===== src/rtl/regfile_sequencer.sv =====
// regfile_sequencer: multi-cycle command sequencer for the 8x16 register file.
// One command in flight; reads Rn/Rm, executes, writes Rd, keeps Z/N/V.
module regfile_sequencer #(
  parameter int WIDTH     = 16,
  parameter int IMM_WIDTH = 8
) (
  input  logic                 clk,
  input  logic                 reset,
  input  logic                 start,
  input  logic [2:0]           opcode,
  input  logic [2:0]           rd,
  input  logic [2:0]           rn,
  input  logic [2:0]           rm,
  input  logic [IMM_WIDTH-1:0] imm8,
  input  logic [WIDTH-1:0]     rf_data_out,
  output logic [2:0]           rf_readnum,
  output logic [2:0]           rf_writenum,
  output logic                 rf_write,
  output logic [WIDTH-1:0]     rf_data_in,
  output logic                 busy,
  output logic                 done,
  output logic                 err,
  output logic                 Z,
  output logic                 N,
  output logic                 V
);

  typedef enum logic [2:0] {
    S_IDLE,
    S_READ_A,
    S_READ_B,
    S_EXEC,
    S_WRITE,
    S_DONE
  } state_t;

  localparam logic [2:0] OP_MOVI = 3'd0;
  localparam logic [2:0] OP_MOV  = 3'd1;
  localparam logic [2:0] OP_ADD  = 3'd2;
  localparam logic [2:0] OP_CMP  = 3'd3;
  localparam logic [2:0] OP_AND  = 3'd4;
  localparam logic [2:0] OP_MVN  = 3'd5;

  state_t           state_q, state_d;
  logic [2:0]       op_q, op_d;
  logic [2:0]       rd_q, rd_d;
  logic [2:0]       rn_q, rn_d;
  logic [2:0]       rm_q, rm_d;
  logic [2:0]       rsel_q, rsel_d;
  logic [WIDTH-1:0] a_q, a_d;
  logic [WIDTH-1:0] b_q, b_d;
  logic [WIDTH-1:0] c_q, c_d;
  logic             err_q, err_d;
  logic             z_q, z_d;
  logic             n_q, n_d;
  logic             v_q, v_d;

  logic [WIDTH-1:0] sum;
  logic [WIDTH-1:0] diff;
  logic [WIDTH-1:0] andv;
  logic [WIDTH-1:0] mvnv;
  logic             sum_v;
  logic             diff_v;

  assign sum    = a_q + b_q;
  assign diff   = a_q - b_q;
  assign andv   = a_q & b_q;
  assign mvnv   = ~b_q;
  assign sum_v  = (a_q[WIDTH-1] == b_q[WIDTH-1])
                & (sum[WIDTH-1] != a_q[WIDTH-1]);
  assign diff_v = (a_q[WIDTH-1] != b_q[WIDTH-1])
                & (diff[WIDTH-1] != a_q[WIDTH-1]);

  always_comb begin
    state_d = state_q;
    op_d    = op_q;
    rd_d    = rd_q;
    rn_d    = rn_q;
    rm_d    = rm_q;
    rsel_d  = rsel_q;
    a_d     = a_q;
    b_d     = b_q;
    c_d     = c_q;
    err_d   = err_q;
    z_d     = z_q;
    n_d     = n_q;
    v_d     = v_q;
    unique case (state_q)
      S_IDLE: begin
        if (start) begin
          op_d  = opcode;
          rd_d  = rd;
          rn_d  = rn;
          rm_d  = rm;
          err_d = 1'b0;
          unique case (1'b1)
            (opcode == OP_MOVI): begin
              c_d = {{(WIDTH-IMM_WIDTH){imm8[IMM_WIDTH-1]}}, imm8};
              state_d = S_WRITE;
            end
            (opcode == OP_MOV),
            (opcode == OP_MVN): state_d = S_READ_B;
            (opcode == OP_ADD),
            (opcode == OP_CMP),
            (opcode == OP_AND): state_d = S_READ_A;
            default: begin
              err_d   = 1'b1;
              state_d = S_DONE;
            end
          endcase
        end
      end
      S_READ_A: begin
        a_d     = rf_data_out;
        rsel_d  = rn_q;
        state_d = S_READ_B;
      end
      S_READ_B: begin
        b_d     = rf_data_out;
        rsel_d  = rm_q;
        state_d = S_EXEC;
      end
      S_EXEC: begin
        state_d = S_WRITE;
        unique case (1'b1)
          (op_q == OP_MOV): c_d = b_q;
          (op_q == OP_ADD): begin
            c_d = sum;
            z_d = (sum == '0);
            n_d = sum[WIDTH-1];
            v_d = sum_v;
          end
          (op_q == OP_AND): begin
            c_d = andv;
            z_d = (andv == '0);
            n_d = andv[WIDTH-1];
            v_d = 1'b0;
          end
          (op_q == OP_MVN): begin
            c_d = mvnv;
            z_d = (mvnv == '0);
            n_d = mvnv[WIDTH-1];
            v_d = 1'b0;
          end
          (op_q == OP_CMP): begin
            z_d     = (diff == '0);
            n_d     = diff[WIDTH-1];
            v_d     = diff_v;
            state_d = S_DONE;
          end
          default: state_d = S_DONE;
        endcase
      end
      S_WRITE: state_d = S_DONE;
      S_DONE:  state_d = S_IDLE;
      default: state_d = S_IDLE;
    endcase
  end

  always_ff @(posedge clk) begin
    if (reset) begin
      state_q <= S_IDLE;
      op_q    <= '0;
      rd_q    <= '0;
      rn_q    <= '0;
      rm_q    <= '0;
      rsel_q  <= '0;
      a_q     <= '0;
      b_q     <= '0;
      c_q     <= '0;
      err_q   <= 1'b0;
      z_q     <= 1'b0;
      n_q     <= 1'b0;
      v_q     <= 1'b0;
    end else begin
      state_q <= state_d;
      op_q    <= op_d;
      rd_q    <= rd_d;
      rn_q    <= rn_d;
      rm_q    <= rm_d;
      rsel_q  <= rsel_d;
      a_q     <= a_d;
      b_q     <= b_d;
      c_q     <= c_d;
      err_q   <= err_d;
      z_q     <= z_d;
      n_q     <= n_d;
      v_q     <= v_d;
    end
  end

  // read select holds its last value outside the two read states
  assign rf_readnum  = (state_q == S_READ_A) ? rn_q :
                       (state_q == S_READ_B) ? rm_q : rsel_q;
  assign rf_writenum = rd_q;
  assign rf_write    = (state_q == S_WRITE) & ~reset;
  assign rf_data_in  = c_q;
  assign busy        = (state_q != S_IDLE);
  assign done        = (state_q == S_DONE);
  assign err         = err_q;
  assign Z           = z_q;
  assign N           = n_q;
  assign V           = v_q;

endmodule


===== config.mk =====
export PLATFORM = sky130hd
export DESIGN_NAME = regfile_sequencer
export DESIGN_NICKNAME = d
export VERILOG_FILES = /design/src/rtl/regfile_sequencer.sv
export SDC_FILE = /design/constraint.sdc
export NUM_CORES = 1
export LEC_CHECK = 0
export BUFFER_PORTS_ARGS = -buffer_cell sky130_fd_sc_hd__clkbuf_2
export CAP_MARGIN = 20
export CELL_PAD_IN_SITES_DETAIL_PLACEMENT = 1
export CELL_PAD_IN_SITES_GLOBAL_PLACEMENT = 2
export CORE_MARGIN = 4
export CORE_UTILIZATION = 36
export DETAILED_ROUTE_END_ITERATION = 8
export PLACE_DENSITY = 0.94
export RECOVER_POWER = 25
export SETUP_SLACK_MARGIN = 0.02
export SLEW_MARGIN = 20
export SYNTH_ARGS = -nofsm -noshare
export SYNTH_HDL_FRONTEND = slang
export SYNTH_SLANG_ARGS = --single-unit

===== constraint.sdc =====
create_clock -name clk -period 7.82 [get_ports clk]
set_clock_uncertainty 0.1 [all_clocks]
set_input_delay 0.782 -clock clk [delete_from_list [all_inputs] [get_ports clk]]
set_output_delay 0.782 -clock clk [all_outputs]
set_load 0.005 [all_outputs]

# == Word-level counts from Yosys, hierarchy flattened ==
# Index checks and enable logic that the tools add are counted.
# word_totals
mem_bits_ro,0
memories,0
input_bits,39
register_bits,70
latch_bits,0
ram_bits,0
# classes
mul,0
n_shift,0
div_mod_pow,0
magnitude_cmp,0
muxes,15
reduce_logical,20
add_sub_neg,2
n_bitwise,6
n_eq_ne,22
# op_table
cell,n
16-bit zero test,4
16-bit case mux with 4 select lines,1
16-bit 2-to-1 mux,2
16-bit case mux with 2 select lines,1
"3-bit by 2-bit equality test with 1-bit output, second input constant",6
"3-bit equality test, second input constant",6
16-bit adder,1
16-bit AND,1
16-bit NOT,1
16-bit subtractor,1
3-bit case mux with 5 select lines,1
"3-bit by 1-bit equality test with 1-bit output, second input constant",3
3-bit 2-to-1 mux,3
3-bit case mux with 3 select lines,1
1-bit case mux with 4 select lines,2
3-bit zero test,2
3-bit case mux with 2 select lines,1
2-bit AND reduction,3
3-bit nonzero test,2
6-bit OR reduction,1
"5-bit inequality test, second input constant",1
"2-bit inequality test, second input constant",2
4-bit AND reduction,1
2-bit nonzero test,2
other kinds (10),16

# == Logic depth before layout (Yosys ltp) ==
# Gate-level depths: netlist of run 1.
# depth
word_depth,5
depth_mapped,12

# == Least setup slack after synthesis of run 1 ==
# OpenSTA, ideal clock, no wires.
# synth_path
path_type,register to register
start,register b_q[1]
end,"register z_q, in the netlist Z"
arrival_time_ns,2.748
period_less_slack_ns,2.932
required_ns,7.636
n_path_buf,0
stages_incl_launch_ff,10
setup_slack_ns,4.888
path_cell_list,dfxtp_1 -> inv_1 -> ha_1 -> nor2b_4 -> o2111a_1 -> or4_4 -> a2111oi_4 -> nand4_1 -> or4_1 -> o31ai_2
# synth_via
elab_chain_len,3
elab_cells_between_ends,9
classes_between,add/sub (2); mux (1); bitwise (2); reduce/logical (4)
# synth_rtl
item,line,rtl
from (decl),51,"logic [WIDTH-1:0] b_q, b_d;"
from (signal assigned),169,b_q <= '0;
from (signal assigned),183,b_q <= b_d;
16-bit subtractor (tied with other cells),66,assign diff = a_q - b_q;
"16-bit zero test, on equally long branches",-,
1-bit case mux with 4 select lines *,125,unique case (1'b1)
to (signal assigned),186,z_q <= z_d;
to (decl),54,"logic z_q, z_d;"
# Every way passes the cells marked *; elsewhere a longest branch is shown, timed or not.
# A chain may end at the register's enable or synchronous reset.

==> impl_summary.txt, run 1 <==
----------------------------------------------------
[Status]
  Result of the run ... finished with violations
  Failing checks ... max-capacitance violations, max-slew violations

[Clock network]
  Number of buffers inserted for hold repair after clock tree synthesis ... 0
  H-Tree Level Count ... 3
  Buffer levels on the longest clock path ... 2
  Skew-Pair Late Insertion Delay ... 340 ps
  # clock sinks ... 70
  Root Buffer ... sky130_fd_sc_hd__clkbuf_16
  Number of buffers added by the clock tree synthesis step ... 9
  TritonCTS clock tree ... yes
  Post-CTS setup buffer count ... 0
  Clock transition at the registers of the reported paths ... 60 ps
  Quantity of gates resized following cts ... 0

[Routing]
  DRT iter0 DRCs ... 317
  Detailed-router iteration count before antenna repair ... 4
  Count of unresolved DRC violations after routing ... 0
  Routed length per instance ... 19.8 um
  Remaining antenna violation count after routing ... 0
  Via density per instance ... 5.81
  Via Count ... 5216
  Met3 routed wirelength ... 981 um
  Total Routed Length ... 17.8 mm
  Met2 wirelength from detailed routing ... 8.41 mm
  Detailed-route wire length on metal 1 ... 7.69 mm
  Top layer used by detailed routing ... met4

[Timing]
  Post-route minimum period ... 4570 ps
  Unrepaired setup endpoints after global routing ... no
  Tcrit/Tclk final ... 58.4%
  Worst Max-Slew Pin Slew ... 2990 ps
  Highest achievable clock rate ... 0.219 GHz
  Final Setup Violations ... 0
  Max-Slew Margin vs Limit ... -99.0%
  Count of final hold-check violations ... 0
  Summed negative setup slack over all endpoints ... 0 ps
  Pins Over Slew Limit ... 70

[Finish]
  Share of post-route cells with drive strength above 1 ... 11.8%
  Number of nets in the finished design ... 788
  Layout filler cell count ... 1735
  Final design area excluding fillers ... 5660 sq um
  Relative area change from synthesis to final layout ... 13.2%
  Count of antenna diodes in the layout ... 0

[Placed design]
  Post-detail-place hpwl ... 13.3 mm
  Number of buffers inserted by port buffering ... 67
  Routability-driven placement congestion ratio ... 0.911
  Placement-stage cell area ... 5400 sq um

[GRT]
  Antenna violations before repair ... 0
  Maximum number of pins on one net before global-route repair ... 70
  Overall fraction of global-route tracks in use ... 22.8%
  Remaining Overflow, GRT ... 0
  Global-route wire length before repair ... 29.2 mm
  Vias in the first global route ... 5484

[Power]
  Pleak ... 0.00214 uW
  Power density over cell area ... 239 nW/um^2
  Largest vdd supply drop ... 118 uV

[Synthesis]
  Syn Area/Cell ... 7.35 sq um
  Library cell with the largest summed area after synthesis ... sky130_fd_sc_hd__dfxtp_1
  EDFF count, synth ... 0
  Synth Warn # ... 0
  Number of instances in the synthesized netlist ... 680
  Flip-flop cell with the highest count after synthesis ... sky130_fd_sc_hd__dfxtp_1
  Seq/Total Area, Yosys ... 28.0%
  Share of the synthesized area in the top cell type ... 28.0%
  Ranking of synthesized cells by area ... sky130_fd_sc_hd__dfxtp_1 28%, sky130_fd_sc_hd__nand2_1 8.3%, sky130_fd_sc_hd__a21oi_1 7.9%, sky130_fd_sc_hd__ha_1 7.8%, sky130_fd_sc_hd__nor2_1 4.3%
  Asr flop ratio synth ... 0%
  Mapped Area ... 5000 sq um
  Post-synthesis sequential element count ... 70
  Count of cell types in the netlist ... 69
  Number of nets produced by synthesis ... 752

[Floorplanning]
  Vert. Die Dim ... 126 um
  Starting Density ... 37.3%
  Die Width ... 126 um
  Overall die area ... 15800 sq um
  Boundary Pins ... 68
  Count of standard-cell rows ... 42
  Placeable core area ... 13400 sq um

[Worst hold path]
  Class of the tightest hold or removal check ... register to register

[Critical path]
  Critical path capture point type ... register
  Worst-path fanout max ... 69
  Data arrival time at the worst-slack endpoint ... 4690 ps
  Critical setup path kind ... input pin to register
  Worst path slowest cell ... sky130_fd_sc_hd__clkbuf_1
  Cell-by-cell trace of the critical path ... clkbuf_2 > clkbuf_1 > nor2_1 > and3_1 > and3_1 > nor4bb_1 > nor4bb_1 > a41oi_1 > o31ai_2
  Worst Path Required ... 7940 ps
  Delay contributed by the slowest stage of the critical path ... 2110 ps
  CP startpoint kind ... input pin

[Job]
  Max-cap violation count ... 1

----------------------------------------------------
sequential cells by signal, summed over array words and instances, names as in the netlist, 3 cells and up:
name and count:
rsel_q 3, rf_data_in 16, state_q 3, rf_writenum 3, rn_q 3, b_q 16
rm_q 3, a_q 16, op_q 3
routing by layer:
metal | GRT usage [%] | vias to the layer above
met4 | 11.3 | 0
met2 | 37.2 | 145
met3 | 4.91 | 48
li1 | - | 2500
met1 | 28.5 | 2523
met5 | 0 | -
cell usage in the layout (no fill, tap or decap), types with 4 or more instances in the layout:
master,count
sky130_fd_sc_hd__a211oi_1,24
sky130_fd_sc_hd__a21oi_1,79
sky130_fd_sc_hd__a221oi_1,4
sky130_fd_sc_hd__clkbuf_1,18
sky130_fd_sc_hd__clkbuf_16,9
sky130_fd_sc_hd__clkbuf_2,49
sky130_fd_sc_hd__dfxtp_1,70
sky130_fd_sc_hd__ha_1,31
sky130_fd_sc_hd__inv_1,33
sky130_fd_sc_hd__nand2_1,110
sky130_fd_sc_hd__nand2b_1,7
sky130_fd_sc_hd__nand3_1,9
sky130_fd_sc_hd__nand4_1,8
sky130_fd_sc_hd__nor2_1,57
sky130_fd_sc_hd__nor2b_1,10
sky130_fd_sc_hd__nor3_1,11
sky130_fd_sc_hd__nor4_1,7
sky130_fd_sc_hd__o211ai_1,8
sky130_fd_sc_hd__o21a_1,5
sky130_fd_sc_hd__o21ai_0,38
sky130_fd_sc_hd__o21ai_1,4
sky130_fd_sc_hd__o21bai_1,5
sky130_fd_sc_hd__o221ai_1,13
sky130_fd_sc_hd__o22ai_1,4
sky130_fd_sc_hd__o31a_1,4
sky130_fd_sc_hd__or4_1,5
sky130_fd_sc_hd__xnor2_1,18
sky130_fd_sc_hd__xor2_1,5
worst paths after layout:
check	end	slack [ps]	from	cells past startpoint
worst max-delay path	Z	3250	reset	9
worst min register to register	err	350	err	2
worst max register to register	rf_data_in[15]	4370	b_q[4]	11
worst min-delay path	err	350	err	2
report_power, final:
part / leakage (uW) / internal [uW] / switching (uW) / total, uW
Clock: 0.000143 / 225 / 168 / 392
Sequential: 0.000569 / 390 / 54.7 / 445
Combinational: 0.00142 / 194 / 323 / 518
through the flow:
step	utilization [%]	power [uW]	std cells	hold WS, ps	setup WS, ps
2_1_floorplan	-	808	680	336	4890
3_3_place_gp	40.3	944	881	343	4500
3_5_place_dp	40.3	962	881	352	4440
4_1_cts	42.4	1360	897	360	4430
5_1_grt	42.2	1440	897	377	2890
6_report	42.2	1360	897	355	3250
critical path, delay by kind of cell:
family / cells / cell delay (ps)
and+or+nand+nor: 5 / 1320
buffers and inverters: 2 / 2180
AOI/OAI and AO/OA: 2 / 400
area by class of cell:
| cell class | count | area (sq um) | share of cell area (%) |
|---|---|---|---|
| Multi-Input combinational cell | 528 | 3280 | 57.9 |
| Clock inverter | 6 | 45.0 | 0.796 |
| Inverter | 36 | 135 | 2.39 |
| Tap cell | 176 | 220 | 3.89 |
| Sequential cell | 70 | 1400 | 24.8 |
| Timing Repair Buffer | 71 | 339 | 5.99 |
| Clock buffer | 10 | 239 | 4.22 |
synthesized netlist by cell type (6+ instances only):
master and n:
sky130_fd_sc_hd__o221ai_1 13, sky130_fd_sc_hd__nand2b_1 7, sky130_fd_sc_hd__nor4_1 7, sky130_fd_sc_hd__nand2_1 110, sky130_fd_sc_hd__o21ai_0 38, sky130_fd_sc_hd__a211oi_1 24, sky130_fd_sc_hd__nor2_1 57, sky130_fd_sc_hd__clkbuf_1 36
sky130_fd_sc_hd__inv_1 33, sky130_fd_sc_hd__nand3_1 9, sky130_fd_sc_hd__a21oi_1 79, sky130_fd_sc_hd__nor2b_1 10, sky130_fd_sc_hd__ha_1 31, sky130_fd_sc_hd__dfxtp_1 70, sky130_fd_sc_hd__buf_2 6, sky130_fd_sc_hd__xnor2_1 18
sky130_fd_sc_hd__nand4_1 8, sky130_fd_sc_hd__nor3_1 11, sky130_fd_sc_hd__o211ai_1 8
cell families (layout without fill, tap and decap cells):
family                     count (synthesis)  after routing  share of synthesized area, %
muxes                                      3              3                         0.601
and+or+nand+nor                          248            248                          23.2
DFF                                       70             70                          28.0
xor gates and xnor gates                  24             24                          4.36
buffers and inverters                     82            123                          6.46
adders and majority gates                 33             33                          8.56
AOI/OAI and AO/OA                        220            220                          28.8
Note: power is estimated with default switching activity, not from simulation.
==> run 2, diff against run 1 <==
CORE_UTILIZATION = 30   (was 36)
PLACE_DENSITY = 0.85   (was 0.94)
clock period = 3.95 ns   (was 7.82 ns; I/O delays follow)
==> run 2 against run 1 <==
  * The run now ends clean
  * Non-clock buffer count up 8
  * Sequential power up 95%
  * First-iteration DRC count down 7.9%
  * Setup slack worse by 2700 ps
  * Clock power up 130%
  * Sequential share of layout area down 0.63 points
  * Final cell count up 5.4%
  * Critical path depth down 3
  * Register-to-register slack worse by 3800 ps
==> impl_summary.txt, run 2 (synthesized netlist as in run 1, its figures left out) <==
----------------------------------------------------
[Routing]
  Via density per instance ... 5.43 (was 5.81)
  Count of unresolved DRC violations after routing ... 0 (unchanged)
  Routed length per instance ... 19.6 um (was 19.8 um)
  Remaining antenna violation count after routing ... 0 (unchanged)
  DRT iter0 DRCs ... 292 (was 317)
  Detailed-router iteration count before antenna repair ... 4 (unchanged)
  Total Routed Length ... 18.5 mm (was 17.8 mm)
  Via Count ... 5128 (was 5216)

[Floorplanning]
  Starting Density ... 31.0% (was 37.3%)
  Die Width ... 137 um (was 126 um)
  Placeable core area ... 16100 sq um (was 13400 sq um)
  Overall die area ... 18800 sq um (was 15800 sq um)
  Vert. Die Dim ... 137 um (was 126 um)
  Boundary Pins ... 68 (unchanged)
  Count of standard-cell rows ... 46 (was 42)

[Critical path]
  Critical path capture point type ... register (unchanged)
  Worst Path Required ... 4080 ps (was 7940 ps)
  Most common cell on crit path ... sky130_fd_sc_hd__nand2_1
  Data arrival time at the worst-slack endpoint ... 3510 ps (was 4690 ps)
  Worst-path fanout max ... 22 (was 69)
  Cell-by-cell trace of the critical path ... and3b_1 > clkbuf_1 > nand2_1 > nand2_1 > nor2_1 > a2111oi_2 (was clkbuf_2 > clkbuf_1 > nor2_1 > and3_1 > and3_1 > nor4bb_1 > nor4bb_1 > a41oi_1 > o31ai_2)
  CP startpoint kind ... register (was input pin)
  Worst path slowest cell ... sky130_fd_sc_hd__clkbuf_1 (unchanged)
  Critical setup path kind ... register to register (was input pin to register)
  CP top delay family ... simple AND/OR/NAND/NOR gates (was buffers and inverters)
  Delay contributed by the slowest stage of the critical path ... 890 ps (was 2110 ps)
  Bufs and invs on worst path ... 1 (was 2)

[Clock network]
  Skew-Pair Late Insertion Delay ... 340 ps (about the same)
  Clock transition at the registers of the reported paths ... 60 ps (about the same)
  TritonCTS clock tree ... yes (unchanged)
  Buffer levels on the longest clock path ... 2 (unchanged)
  Quantity of gates resized following cts ... 0 (unchanged)
  Post-CTS setup buffer count ... 0 (unchanged)
  Root Buffer ... sky130_fd_sc_hd__clkbuf_16 (unchanged)
  Number of buffers added by the clock tree synthesis step ... 9 (unchanged)
  # clock sinks ... 70 (unchanged)
  H-Tree Level Count ... 3 (unchanged)
  Number of buffers inserted for hold repair after clock tree synthesis ... 0 (unchanged)

[Timing]
  Worst Max-Slew Pin Slew ... 1180 ps (was 2990 ps)
  Highest achievable clock rate ... 0.296 GHz
  Count of final hold-check violations ... 0 (unchanged)
  Max-Slew Margin vs Limit ... 21.1% (was -99.0%)
  Tcrit/Tclk final ... 85.5%
  Pins Over Slew Limit ... 0 (was 70)
  Post-route minimum period ... 3380 ps
  Summed negative setup slack over all endpoints ... 0 ps (unchanged)
  Unrepaired setup endpoints after global routing ... no (unchanged)
  Final Setup Violations ... 0 (unchanged)

[Finish]
  Most common cell after layout, fill and taps aside ... sky130_fd_sc_hd__nand2_1 (unchanged)
  Final design area excluding fillers ... 5810 sq um (was 5660 sq um)
  Post-route non-filler standard cell count ... 945 (was 897)
  Number of nets in the finished design ... 796 (was 788)
  Share of post-route cells with drive strength above 1 ... 12.5% (was 11.8%)
  Relative area change from synthesis to final layout ... 16.2% (was 13.2%)
  Commonest cells after routing, fill and taps aside ... 110 x sky130_fd_sc_hd__nand2_1, 79 x sky130_fd_sc_hd__a21oi_1, 70 x sky130_fd_sc_hd__dfxtp_1 (unchanged)
  Count of antenna diodes in the layout ... 0 (unchanged)

[Placed design]
  Total instance count after detailed placement ... 929 (was 881)
  Number of buffers inserted by port buffering ... 67 (unchanged)
  Placement-stage cell area ... 5510 sq um (was 5400 sq um)
  Routability-driven placement congestion ratio ... 0.919 (was 0.911)
  Post-detail-place hpwl ... 14.2 mm (was 13.3 mm)

[Power]
  Largest vdd supply drop ... 217 uV (was 118 uV)
  Power density over cell area ... 483 nW/um^2 (was 239 nW/um^2)
  Pleak ... 0.00218 uW (was 0.00214 uW)

[GRT]
  Remaining Overflow, GRT ... 0 (unchanged)
  Global-route wire length before repair ... 29.8 mm (was 29.2 mm)
  Maximum number of pins on one net before global-route repair ... 69 (was 70)
  Overall fraction of global-route tracks in use ... 20.3% (was 22.8%)
  Antenna violations before repair ... 0 (unchanged)
  Vias in the first global route ... 5393 (was 5484)

[Job]
  Max-cap violation count ... 0 (was 1)

[Worst hold path]
  Class of the tightest hold or removal check ... input pin to register (was register to register)

[Status]
  Result of the run ... finished, final reports clean (was finished with violations)

----------------------------------------------------
==> run 2: cell types whose count changed in the layout (fill, tap and decap cells not counted) <==
cell,delta
sky130_fd_sc_hd__clkinvlp_4,+1
sky130_fd_sc_hd__clkbuf_2,-1
sky130_fd_sc_hd__bufinv_16,+2
sky130_fd_sc_hd__clkinv_4,-3
sky130_fd_sc_hd__clkbuf_1,+3
sky130_fd_sc_hd__buf_1,-1
sky130_fd_sc_hd__buf_4,+8
sky130_fd_sc_hd__clkinv_2,-1
==> run 2: worst register-to-register path, delay by kind of cell, from the launching register on <==
family	cells	cell delay (ps)
flip-flops	1	530
buffers and inverters	1	890
AO/OA/AOI/OAI	1	350
AND/OR/NAND/NOR	4	1410
==> run 2: area by class of cell <==
cell class | instances | area (sq um)
repair buffers | 79 | 398
clock buffers | 11 | 243
inverters | 36 | 135
clock inverters | 5 | 81.3
flip-flops and latches | 70 | 1400
well taps | 216 | 270
multi-input cells | 528 | 3280
fillers | 2041 | 10300
==> run 2: final timing paths <==
check | startpoint | to | slack, ps | cells past startpoint
worst max-delay path | state_q[0] | rf_data_in[14] | 570 | 6
worst min-delay path | rm[1] | rm_q[1] | 180 | 3
worst max register to register | state_q[0] | rf_data_in[14] | 570 | 6
worst min register to register | rm_q[1] | rm_q[1] | 360 | 2
==> run 2: metrics by stage <==
stage          power [uW]  hold slack, ps  util [%]  setup WS (ps)
2_1_floorplan        1600             336         -           1020
6_report             2810             176      36.0            573
4_1_cts              2820             171      36.2            565
5_1_grt              2980             173      36.0            395
3_5_place_dp         1930             353      34.2            583
3_3_place_gp         1910             342      34.2            622
==> run 2: metal layers <==
layer  up-vias  wire (um)  track usage (%)
met4         0        622             7.43
met5         -          0                0
met3        32        870             3.42
met2       121       8700             33.2
li1       2518          -                -
met1      2457       8350             26.7
==> run 2: power by group <==
| part | switching (uW) | internal (uW) |
|---|---|---|
| clock | 314 | 571 |
| combinational | 660 | 393 |
| sequential | 95.8 | 773 |
==> run 3, diff against run 2 <==
REMOVE_ABC_BUFFERS = 1   (was default)
==> run 3 against run 2 <==
  * Final cell count shrank 0.21%
  * Wire length shrank 3.8%
  * Critical path depth grew 5
  * Core utilization shrank 0.10 points
  * Setup slack gained 88 ps
  * First-iteration DRC count grew 10%
  * Critical path type unchanged
==> impl_summary.txt, run 3 (synthesized netlist as in run 1, its figures left out) <==
----------------------------------------------------
[Timing]
  Tcrit/Tclk final ... 83.3% (was 85.5%)
  Max-Slew Margin vs Limit ... 24.9% (was 21.1%)
  Count of final hold-check violations ... 0 (unchanged)
  Post-route minimum period ... 3290 ps (was 3380 ps)
  Highest achievable clock rate ... 0.304 GHz (was 0.296 GHz)
  Worst Max-Slew Pin Slew ... 1130 ps (was 1180 ps)
  Pins Over Slew Limit ... 0 (unchanged)
  Summed negative setup slack over all endpoints ... 0 ps (unchanged)
  Setup WS post-layout ... 660 ps (was 573 ps)
  Final Setup Violations ... 0 (unchanged)
  Unrepaired setup endpoints after global routing ... no (unchanged)

[Routing]
  Count of unresolved DRC violations after routing ... 0 (unchanged)
  Via density per instance ... 5.56 (was 5.43)
  Remaining antenna violation count after routing ... 0 (unchanged)
  Via Count ... 5239 (was 5128)
  Routed length per instance ... 18.9 um (was 19.6 um)
  DRT iter0 DRCs ... 322 (was 292)
  Total Routed Length ... 17.8 mm (was 18.5 mm)
  Detailed-router iteration count before antenna repair ... 5 (was 4)

[Clock network]
  Root Buffer ... sky130_fd_sc_hd__clkbuf_16 (unchanged)
  Number of buffers added by the clock tree synthesis step ... 9 (unchanged)
  Buffer levels on the longest clock path ... 2 (unchanged)
  Post-CTS setup buffer count ... 0 (unchanged)
  H-Tree Level Count ... 3 (unchanged)
  Clock transition at the registers of the reported paths ... 60 ps (about the same)
  Number of buffers inserted for hold repair after clock tree synthesis ... 0 (unchanged)
  Skew-Pair Late Insertion Delay ... 350 ps (was 340 ps)
  TritonCTS clock tree ... yes (unchanged)
  # clock sinks ... 70 (unchanged)
  Quantity of gates resized following cts ... 0 (unchanged)

[Floorplanning]
  Placeable core area ... 16100 sq um (unchanged)
  Starting Density ... 31.0% (unchanged)
  Count of standard-cell rows ... 46 (unchanged)
  Die Width ... 137 um (unchanged)
  Overall die area ... 18800 sq um (unchanged)
  Vert. Die Dim ... 137 um (unchanged)
  Boundary Pins ... 68 (unchanged)

[Critical path]
  CP startpoint kind ... register (unchanged)
  Worst reg2reg setup slack ... 660 ps (was 570 ps)
  Cells on worst reg2reg path ... 11 (was 6)
  Worst Path Required ... 4110 ps (was 4080 ps)
  Worst-path fanout max ... 8 (was 22)
  Worst path slowest cell ... sky130_fd_sc_hd__dfxtp_1 (was sky130_fd_sc_hd__clkbuf_1)
  Bufs and invs on worst path ... 1 (unchanged)
  Most common cell on crit path ... sky130_fd_sc_hd__o31ai_2 (was sky130_fd_sc_hd__nand2_1)
  Delay contributed by the slowest stage of the critical path ... 530 ps (was 890 ps)
  Critical setup path kind ... register to register (unchanged)
  CP top delay family ... compound AO/OA/AOI/OAI gates (was simple AND/OR/NAND/NOR gates)
  Critical path capture point type ... register (unchanged)
  Data arrival time at the worst-slack endpoint ... 3450 ps (was 3510 ps)
  Cell-by-cell trace of the critical path ... inv_1 > ha_1 > nor2b_4 > o2111a_1 > o31ai_2 > a21o_1 > o21ai_1 > xnor2_1 > o21ai_0 > or4_1 > o31ai_2 (was and3b_1 > clkbuf_1 > nand2_1 > nand2_1 > nor2_1 > a2111oi_2)
  Worst reg2reg endpoint ... Z (was rf_data_in[14])
  R2R Path Start ... b_q[1] (was state_q[0])

[Finish]
  Relative area change from synthesis to final layout ... 15.9% (was 16.2%)
  FF+latch area ... 1400 sq um (unchanged)
  Area occupied by multi-input gates ... 3280 sq um (unchanged)
  Share of post-route cells with drive strength above 1 ... 12.1% (was 12.5%)
  Commonest cells after routing, fill and taps aside ... 110 x sky130_fd_sc_hd__nand2_1, 79 x sky130_fd_sc_hd__a21oi_1, 70 x sky130_fd_sc_hd__dfxtp_1 (unchanged)
  Most common cell after layout, fill and taps aside ... sky130_fd_sc_hd__nand2_1 (unchanged)
  Number of nets in the finished design ... 794 (was 796)
  Count of antenna diodes in the layout ... 0 (unchanged)
  Layout filler cell count ... 2017 (was 2041)

[GRT]
  Vias in the first global route ... 5486 (was 5393)
  Maximum number of pins on one net before global-route repair ... 69 (unchanged)
  Remaining Overflow, GRT ... 0 (unchanged)
  Antenna violations before repair ... 0 (unchanged)
  Global-route wire length before repair ... 28.9 mm (was 29.8 mm)
  Overall fraction of global-route tracks in use ... 19.6% (was 20.3%)

[Placed design]
  Post-detail-place hpwl ... 13.4 mm (was 14.2 mm)
  Setup WS pre-CTS ... 665 ps (was 583 ps)
  Number of buffers inserted by port buffering ... 67 (unchanged)
  Routability-driven placement congestion ratio ... 0.926 (was 0.919)

[Power]
  Power density over cell area ... 486 nW/um^2 (was 483 nW/um^2)
  Largest vdd supply drop ... 238 uV (was 217 uV)
  Pleak ... 0.00217 uW (was 0.00218 uW)
  Sum of internal, switching and leakage power ... 2820 uW (was 2810 uW)

[Job]
  Max-cap violation count ... 0 (unchanged)

[Worst hold path]
  Startpoint of the tightest hold check path ... rm[2] (was rm[1])
  Class of the tightest hold or removal check ... input pin to register (unchanged)
  Terminating pin of the worst hold path ... rm_q[2] (was rm_q[1])
  Worst hold path cell count ... 3 (unchanged)

[Status]
  Result of the run ... finished, final reports clean (unchanged)

----------------------------------------------------
[run 3: cell count changes in the layout (fill, tap and decap cells not counted), sizes merged]
cell	delta
buf	-2
[run 3: routing by layer]
| metal | routed length (um) | track usage (%) | share of wire (%) |
|---|---|---|---|
| met1 | 7870 | 24.0 | 44 |
| met2 | 8810 | 34.0 | 49 |
| met3 | 797 | 4.01 | 4.5 |
| met4 | 362 | 6.54 | 2.0 |
| met5 | 0 | 0 | 0 |
[run 3: worst register-to-register path, stage by stage (launching register included)]
cell                       delay, ps
sky130_fd_sc_hd__dfxtp_1         530
sky130_fd_sc_hd__inv_1            90
sky130_fd_sc_hd__ha_1            300
sky130_fd_sc_hd__nor2b_4         130
sky130_fd_sc_hd__o2111a_1        280
sky130_fd_sc_hd__o31ai_2         510
sky130_fd_sc_hd__a21o_1          260
sky130_fd_sc_hd__o21ai_1          90
sky130_fd_sc_hd__xnor2_1         170
sky130_fd_sc_hd__o21ai_0         110
sky130_fd_sc_hd__or4_1           460
sky130_fd_sc_hd__o31ai_2         180
[run 3: report_power, final]
group / internal (uW) / switching, uW / total [uW]
sequential: 773 / 88.9 / 861
combinational: 394 / 657 / 1050
clock: 572 / 333 / 904
[run 3: cell type report]
| cell class | instances | area share [%] |
|---|---|---|
| Timing Repair Buffer | 77 | 6.59 |
| Inverter | 36 | 2.33 |
| Tap cell | 216 | 4.67 |
| Clock buffer | 11 | 4.19 |
| Sequential cell | 70 | 24.2 |
| Clock inverter | 5 | 1.40 |
| Multi-Input combinational cell | 528 | 56.6 |
[run 3: how the worst max path moves through the flow]
stage	start	end	cells after the start
detailed placement	b_q[1]	Z	11
finish	b_q[1]	Z	11
CTS	b_q[1]	Z	11
global placement	b_q[1]	Z	11
floorplan	b_q[1]	Z	9
global route	b_q[4]	rf_data_in[15]	11
[run 3: through the flow]
stage	utilization, %	hold WS [ps]	cells	cell area (sq um)
final	35.9	168	943	5790
after detailed placement	34.1	348	927	5500
after CTS	36.1	165	943	5820
after global routing	35.9	177	943	5790
after floorplan	-	330	634	4810
after global placement	34.1	344	927	5500
